[src/rtl/prog_ram_arbiter.sv]
// rtl/prog_ram_arbiter.sv - round-robin fetch/loader arbiter in front of the single-port program RAM
// Define PRA_WRITE_PROTECT_EN to reject loader writes to the lowest PROTECT_WORDS words.
module prog_ram_arbiter #(
   parameter int ADDR_W        = 8,
   parameter int DATA_W        = 32,
   parameter int PROTECT_WORDS = 16
) (
   input  logic              clk,
   input  logic              rst_n,
   input  logic              f_req_i,
   input  logic [ADDR_W-1:0] f_addr_i,
   output logic              f_gnt_o,
   output logic              f_rvalid_o,
   output logic [DATA_W-1:0] f_rdata_o,
   input  logic              l_req_i,
   input  logic              l_we_i,
   input  logic [ADDR_W-1:0] l_addr_i,
   input  logic [DATA_W-1:0] l_wdata_i,
   output logic              l_gnt_o,
   output logic              l_rvalid_o,
   output logic [DATA_W-1:0] l_rdata_o,
   output logic              l_err_o,
   output logic              ram_en_o,
   output logic              ram_we_o,
   output logic [ADDR_W-1:0] ram_addr_o,
   output logic [DATA_W-1:0] ram_wdata_o,
   input  logic [DATA_W-1:0] ram_rdata_i,
   output logic              busy_o
);

   typedef enum logic [1:0] {S_IDLE, S_ISSUE, S_RESP} state_e;

`ifdef PRA_WRITE_PROTECT_EN
   localparam bit PROTECT_ON = 1'b1;
`else
   localparam bit PROTECT_ON = 1'b0;
`endif
   localparam logic [ADDR_W:0] PROT_LIMIT = (ADDR_W+1)'(PROTECT_WORDS);

   state_e            state_q;
   logic              last_fetch_q;
   logic              blocked_q;
   logic              f_gnt_q, l_gnt_q, f_rvalid_q, l_rvalid_q, l_err_q;
   logic              ram_en_q, ram_we_q;
   logic [ADDR_W-1:0] ram_addr_q;
   logic [DATA_W-1:0] ram_wdata_q;

   logic              win_fetch_d;
   logic              blocked_d;

   // Fetch wins unless the loader is also asking and fetch won last time.
   assign win_fetch_d = f_req_i & (~l_req_i | ~last_fetch_q);
   assign blocked_d   = PROTECT_ON & ~win_fetch_d & l_we_i & ({1'b0, l_addr_i} < PROT_LIMIT);

   always_ff @(posedge clk or negedge rst_n) begin
      if (!rst_n) begin
         state_q      <= S_IDLE;
         last_fetch_q <= 1'b0;
         blocked_q    <= 1'b0;
         f_gnt_q      <= 1'b0;
         l_gnt_q      <= 1'b0;
         f_rvalid_q   <= 1'b0;
         l_rvalid_q   <= 1'b0;
         l_err_q      <= 1'b0;
         ram_en_q     <= 1'b0;
         ram_we_q     <= 1'b0;
         ram_addr_q   <= '0;
         ram_wdata_q  <= '0;
      end else begin
         f_gnt_q    <= 1'b0;
         l_gnt_q    <= 1'b0;
         f_rvalid_q <= 1'b0;
         l_rvalid_q <= 1'b0;
         l_err_q    <= 1'b0;
         ram_en_q   <= 1'b0;
         ram_we_q   <= 1'b0;
         case (state_q)
            S_ISSUE: begin
               state_q    <= S_RESP;
               f_rvalid_q <= last_fetch_q;
               l_rvalid_q <= ~last_fetch_q;
               l_err_q    <= blocked_q;
            end
            default: begin
               // IDLE and RESP both arbitrate, so RESP can chain straight into ISSUE.
               if (f_req_i | l_req_i) begin
                  state_q      <= S_ISSUE;
                  last_fetch_q <= win_fetch_d;
                  blocked_q    <= blocked_d;
                  f_gnt_q      <= win_fetch_d;
                  l_gnt_q      <= ~win_fetch_d;
                  ram_en_q     <= 1'b1;
                  ram_we_q     <= ~win_fetch_d & l_we_i & ~blocked_d;
                  ram_addr_q   <= win_fetch_d ? f_addr_i : l_addr_i;
                  ram_wdata_q  <= win_fetch_d ? '0 : l_wdata_i;
               end else begin
                  state_q <= S_IDLE;
               end
            end
         endcase
      end
   end

   assign f_gnt_o     = f_gnt_q;
   assign l_gnt_o     = l_gnt_q;
   assign f_rvalid_o  = f_rvalid_q;
   assign l_rvalid_o  = l_rvalid_q;
   assign l_err_o     = l_err_q;
   assign ram_en_o    = ram_en_q;
   assign ram_we_o    = ram_we_q;
   assign ram_addr_o  = ram_addr_q;
   assign ram_wdata_o = ram_wdata_q;
   assign busy_o      = (state_q != S_IDLE);
   assign f_rdata_o   = f_rvalid_q ? ram_rdata_i : '0;
   assign l_rdata_o   = l_rvalid_q ? ram_rdata_i : '0;

endmodule

[config.mk]
export PLATFORM = sky130hd
export DESIGN_NAME = prog_ram_arbiter
export DESIGN_NICKNAME = d
export VERILOG_FILES = /design/src/rtl/prog_ram_arbiter.sv
export SDC_FILE = /design/constraint.sdc
export NUM_CORES = 1
export LEC_CHECK = 0
export ABC_AREA = 1
export CAP_MARGIN = 10
export CORE_MARGIN = 10
export CORE_UTILIZATION = 50
export DETAILED_ROUTE_END_ITERATION = 16
export DONT_BUFFER_PORTS = 1
export PLACE_DENSITY = 0.66
export SLEW_MARGIN = 20
export SYNTH_ARGS = -nofsm -noshare
export SYNTH_HDL_FRONTEND = slang
export SYNTH_SLANG_ARGS = --single-unit
export TNS_END_PERCENT = 10
[constraint.sdc]
create_clock -name clk -period 2.4 [get_ports clk]
set_clock_uncertainty 0.15 [all_clocks]
set_input_delay 0.48 -clock clk [delete_from_list [all_inputs] [get_ports clk]]
set_output_delay 0.48 -clock clk [all_outputs]
set_load 0.02 [all_outputs]
Yosys cells after proc, flatten, opt, wreduce, memory -nomap -nowiden
Cells that the tools add are included.
W data, S select, Z words.
{"block": "totals", "reg_bits": 49, "latchBits": 0, "ramBits": 0, "rom_bits": 0, "n_memories": 0}
{"block": "op_classes", "add_sub_neg": 0, "mul": 0, "div": 0, "order_cmp": 0, "eq_ne": 1, "shifts": 0, "muxes": 16, "bitwise_logic": 8, "n_reduce_logical": 2}
{"op": "$mux W32", "n": 3}
{"op": "$mux W1", "n": 11}
{"op": "$mux W8", "n": 1}
{"op": "$not A1 Y1", "n": 4}
{"op": "$and A1 B1 Y1", "n": 2}
{"op": "$eq A2 B1 Y1 const B", "n": 1}
{"op": "$mux W2", "n": 1}
{"op": "$or A1 B1 Y1", "n": 2}
{"op": "$reduce_and A2 Y1", "n": 1}
{"op": "$reduce_bool A2 Y1", "n": 1}

Depth between registers and ports, before layout
{"block": "logic_depth", "depth_word": 7, "ltp_mapped": 8, "depth_no_buf": 6}

Least setup slack after synthesis
Ideal clock, no wire load.
{"block": "synth_timing", "path_kind": "flip-flop to output port", "startpoint": "register f_rvalid_q, in the netlist f_rvalid_o", "endpoint": "output f_rdata_o[10]", "arrival_time_ns": 1.007, "path_slack_ns": 0.763, "path_stages_with_launch": 4, "n_path_buf": 1, "path_cell_list": "dfrtp_1 -> clkbuf_1 -> nand2_1 -> inv_1"}
{"block": "synth_via", "elab_chain_len": 1}
{"element": "start, declared", "line_no": "43", "rtl": "logic f_gnt_q, l_gnt_q, f_rvalid_q, l_rvalid_q, l_err_q;"}
{"element": "start signal, assigned", "line_no": "80", "rtl": "f_rvalid_q <= last_fetch_q;"}
{"element": "$mux W32", "line_no": "114", "rtl": "assign f_rdata_o = f_rvalid_q ? ram_rdata_i : '0;"}
{"element": "end, declared", "line_no": "14", "rtl": "output logic [DATA_W-1:0] f_rdata_o,"}
No other way between the ends.

Final worst setup path
{"block": "layout_timing", "startpoint": "register f_rvalid_q, in the netlist f_rvalid_o", "endpoint": "output f_rdata_o[28]"}
The elaborated chain is that of the path after synthesis.

==> impl_results.md <==
* Status: complete, no violations
* Layout Area Growth over Synthesis at 6.556%
* Startpoint Class: register
* Sequential area share after synthesis at 48.05%
* Slew margin rel. at 50.51%
* Fraction of layout cells with a size suffix above 1 at 5.085%
* Buf+Inv Stages, Crit Path at 2
* Routability cong. at 0.8517
* Setup crit end kind: primary output
* Gate Count Post-Synth at 361
* CTS buffer count at 5
* Max-Cap Viols at 0
* RSZ-0062 raised after global routing: false
* DRT iter0 DRCs at 92
* Number of global-route vias before repair at 1976
* Arrival @ worst endpoint at 1.26 ns
* Actual slew at the worst max-slew pin at 0.7398 ns
* Clock sink count at 48
* Fillers at 470
* Register share of total power at 48.6%
* Crit Path Class: register to primary output
* Cts-stage hold buffer count at 2
* Final global-route overflow total at 0
* Post-DRT Antenna Nets at 0
* Via count at 2026
* Largest net degree at the start of global routing at 54
* Worst skew pair latency at 0.29 ns
* I/O pin cnt at 197
* Syn nets at 446
* # DRC at 0
* Clock power share at 18.3%
* Flops & latches, synth at 48
* Psw at 1761 uW
* Setup TNS at 0 ns
* Crit-path max cell delay at 0.33 ns
* Synthesis warning total at 0
* Initial core utilization at 52.24%
* Port bufs at 0
* Die area at 0.008228 mm^2
* Die W at 90.71 um
* Initial antenna violation count at 0
* Average routed wire per standard cell at 17.55 um
* Vias per std cell at 4.812
* Nets at 439
* Leak at 0.001773 uW
* Post-synthesis cell area at 0.002500 mm^2
* Post-route core utilization at 55.66%
* Post-cts gate resize count at 0
* Final-report hold violation count at 0
* Critical path peak fanout at 33
* Critical path cell sequence: buf_4 > nand2_1 > inv_1
* Hold Path Class: input port to register
* Switching Fraction at 48.94%
* Library cells used by synthesis at 16
* Max Clock Freq at 0.5302 GHz
* Core footprint at 0.004786 mm^2
* Clock Path Buffers at 2
* Int Pwr at 1837 uW
* Final Slew Violations at 0
* Data required, critical path at 1.77 ns
* Post-DP HPWL at 5778 um
* Rows at 25
* Root Buffer: clkbuf_8
* Post-Layout Cell Count at 421
* Antenna cells at 0
* Worst-path clk slew at 0.08 ns
* Die H at 90.71 um
* Placed cell count at 412
* Drt pass-1 iters at 4
* Pwr per Cell Area at 1351 mW/mm^2
* Final period util at 78.59%
* Fin Hold WS at 0.1671 ns
* Worst IR drop on VDD at 658.4 uV
* H-tree lvl count at 2
* CTS tree: yes
* Power share of the combinational group at 33.1%
* Total GRT Usage at 16.82%
* First-pass GRT wire length at 11500 um
* Cell family with most CP delay: buffers and inverters
* Final min period at 1.886 ns
* Setup bufs post-CTS at 0
* DRT Wirelength at 7389 um
* Slowest-stage cell, CP: dfrtp_1
* # setup viols final at 0
* Post-Synthesis Mean Instance Area at 6.925 um^2
synth_stat cells:
| cell type | number | area [um^2] |
|---|---|---|
| buf_2 | 1 | 5.000 |
| buf_4 | 8 | 60.06 |
| buf_6 | 3 | 33.78 |
| clkbuf_1 | 8 | 30.03 |
| conb_1 | 1 | 3.750 |
| dfrtp_1 | 48 | 1201 |
| inv_1 | 69 | 259.0 |
| inv_2 | 2 | 7.510 |
| nand2_1 | 171 | 641.9 |
| nand2_2 | 3 | 18.77 |
| nand3_1 | 8 | 40.04 |
| nor2_1 | 5 | 18.77 |
| nor3b_2 | 1 | 12.51 |
| o21ai_0 | 24 | 120.1 |
| o21ai_1 | 8 | 40.04 |
| o21bai_1 | 1 | 7.510 |
worst reg2reg max path, stage by stage (launching register included):
cell     delay, ns
dfrtp_1       0.39
nand2_2       0.15
nand2_2       0.59
inv_1         0.17
nor3b_2       0.18
stage by stage:
stage          area, um^2  total power (uW)  setup slack, ns
2_1_floorplan        2500              2731           0.7627
6_report             2664              3598           0.5138
5_1_grt              2664              3871           0.4276
4_1_cts              2664              3659           0.5044
3_5_place_dp         2497              2965           0.6074
3_3_place_gp         2497              2943           0.6405
final cells by class:
cell class,count,area [um^2],share of cell area [%]
clock buffers,5,68.82,2.583
clock inverters,2,60.06,2.255
inverters,71,266.5,10.00
multi-input cells,222,903.4,33.91
flip-flops and latches,48,1201,45.09
well taps,67,83.83,3.147
repair buffers,6,80.08,3.006
cell families after synthesis:
logic type,after synthesis,synth area share (%)
AND/OR/NAND/NOR,188,29.28
buffers and inverters,91,15.82
flip-flops,48,48.05
AO/OA/AOI/OAI,33,6.707
other,1,0.1500
power by group through the flow:
stage          Sequential, uW  Combinational [uW]  Clock (uW)
6_report                 1750                1190         659
5_1_grt                  1800                1360         716
4_1_cts                  1760                1210         685
3_5_place_dp             1770                1190           0
3_3_place_gp             1780                1170           0
2_1_floorplan            1700                1030           0
worst paths after layout:
check	end	slack, ns	depth (start not counted)	from
max in group asynchronous	ram_wdata_o[13]	1.28	2	rst_n
min	ram_wdata_o[5]	0.17	2	l_wdata_i[5]
min in group asynchronous	f_gnt_o	0.61	2	rst_n
max reg2reg	ram_we_o	0.70	4	last_fetch_q
max	f_rdata_o[28]	0.51	3	f_rvalid_o
min reg2reg	state_q[1]	0.30	1	state_q[1]
routing by layer:
metal,vias to the layer above,routed length (um),track usage [%]
li1,1026,-,-
met3,7,762,7.814
met5,-,0,0
met2,97,3610,27.04
met1,896,2975,19.97
met4,0,40,3.714
flip-flops by register name, indices dropped and copies added, names as in the netlist:
| name | flops |
|---|---|
| f_gnt_o | 1 |
| f_rvalid_o | 1 |
| l_gnt_o | 1 |
| l_rvalid_o | 1 |
| last_fetch_q | 1 |
| ram_addr_o | 8 |
| ram_wdata_o | 32 |
| ram_we_o | 1 |
| state_q | 2 |
cells in the final DEF, fill, tap and decap left out:
cell type	instances
inv_2	2
nand2_1	171
conb_1	1
nor3b_2	1
clkbuf_8	5
buf_4	3
dfrtp_1	48
buf_16	1
inv_1	69
nand3_1	8
buf_12	1
o21bai_1	1
dlygate4sd3_1	1
nor2_1	5
bufinv_16	2
nand2_2	3
o21ai_0	24
o21ai_1	8
(Power assumes the default switching activity.)
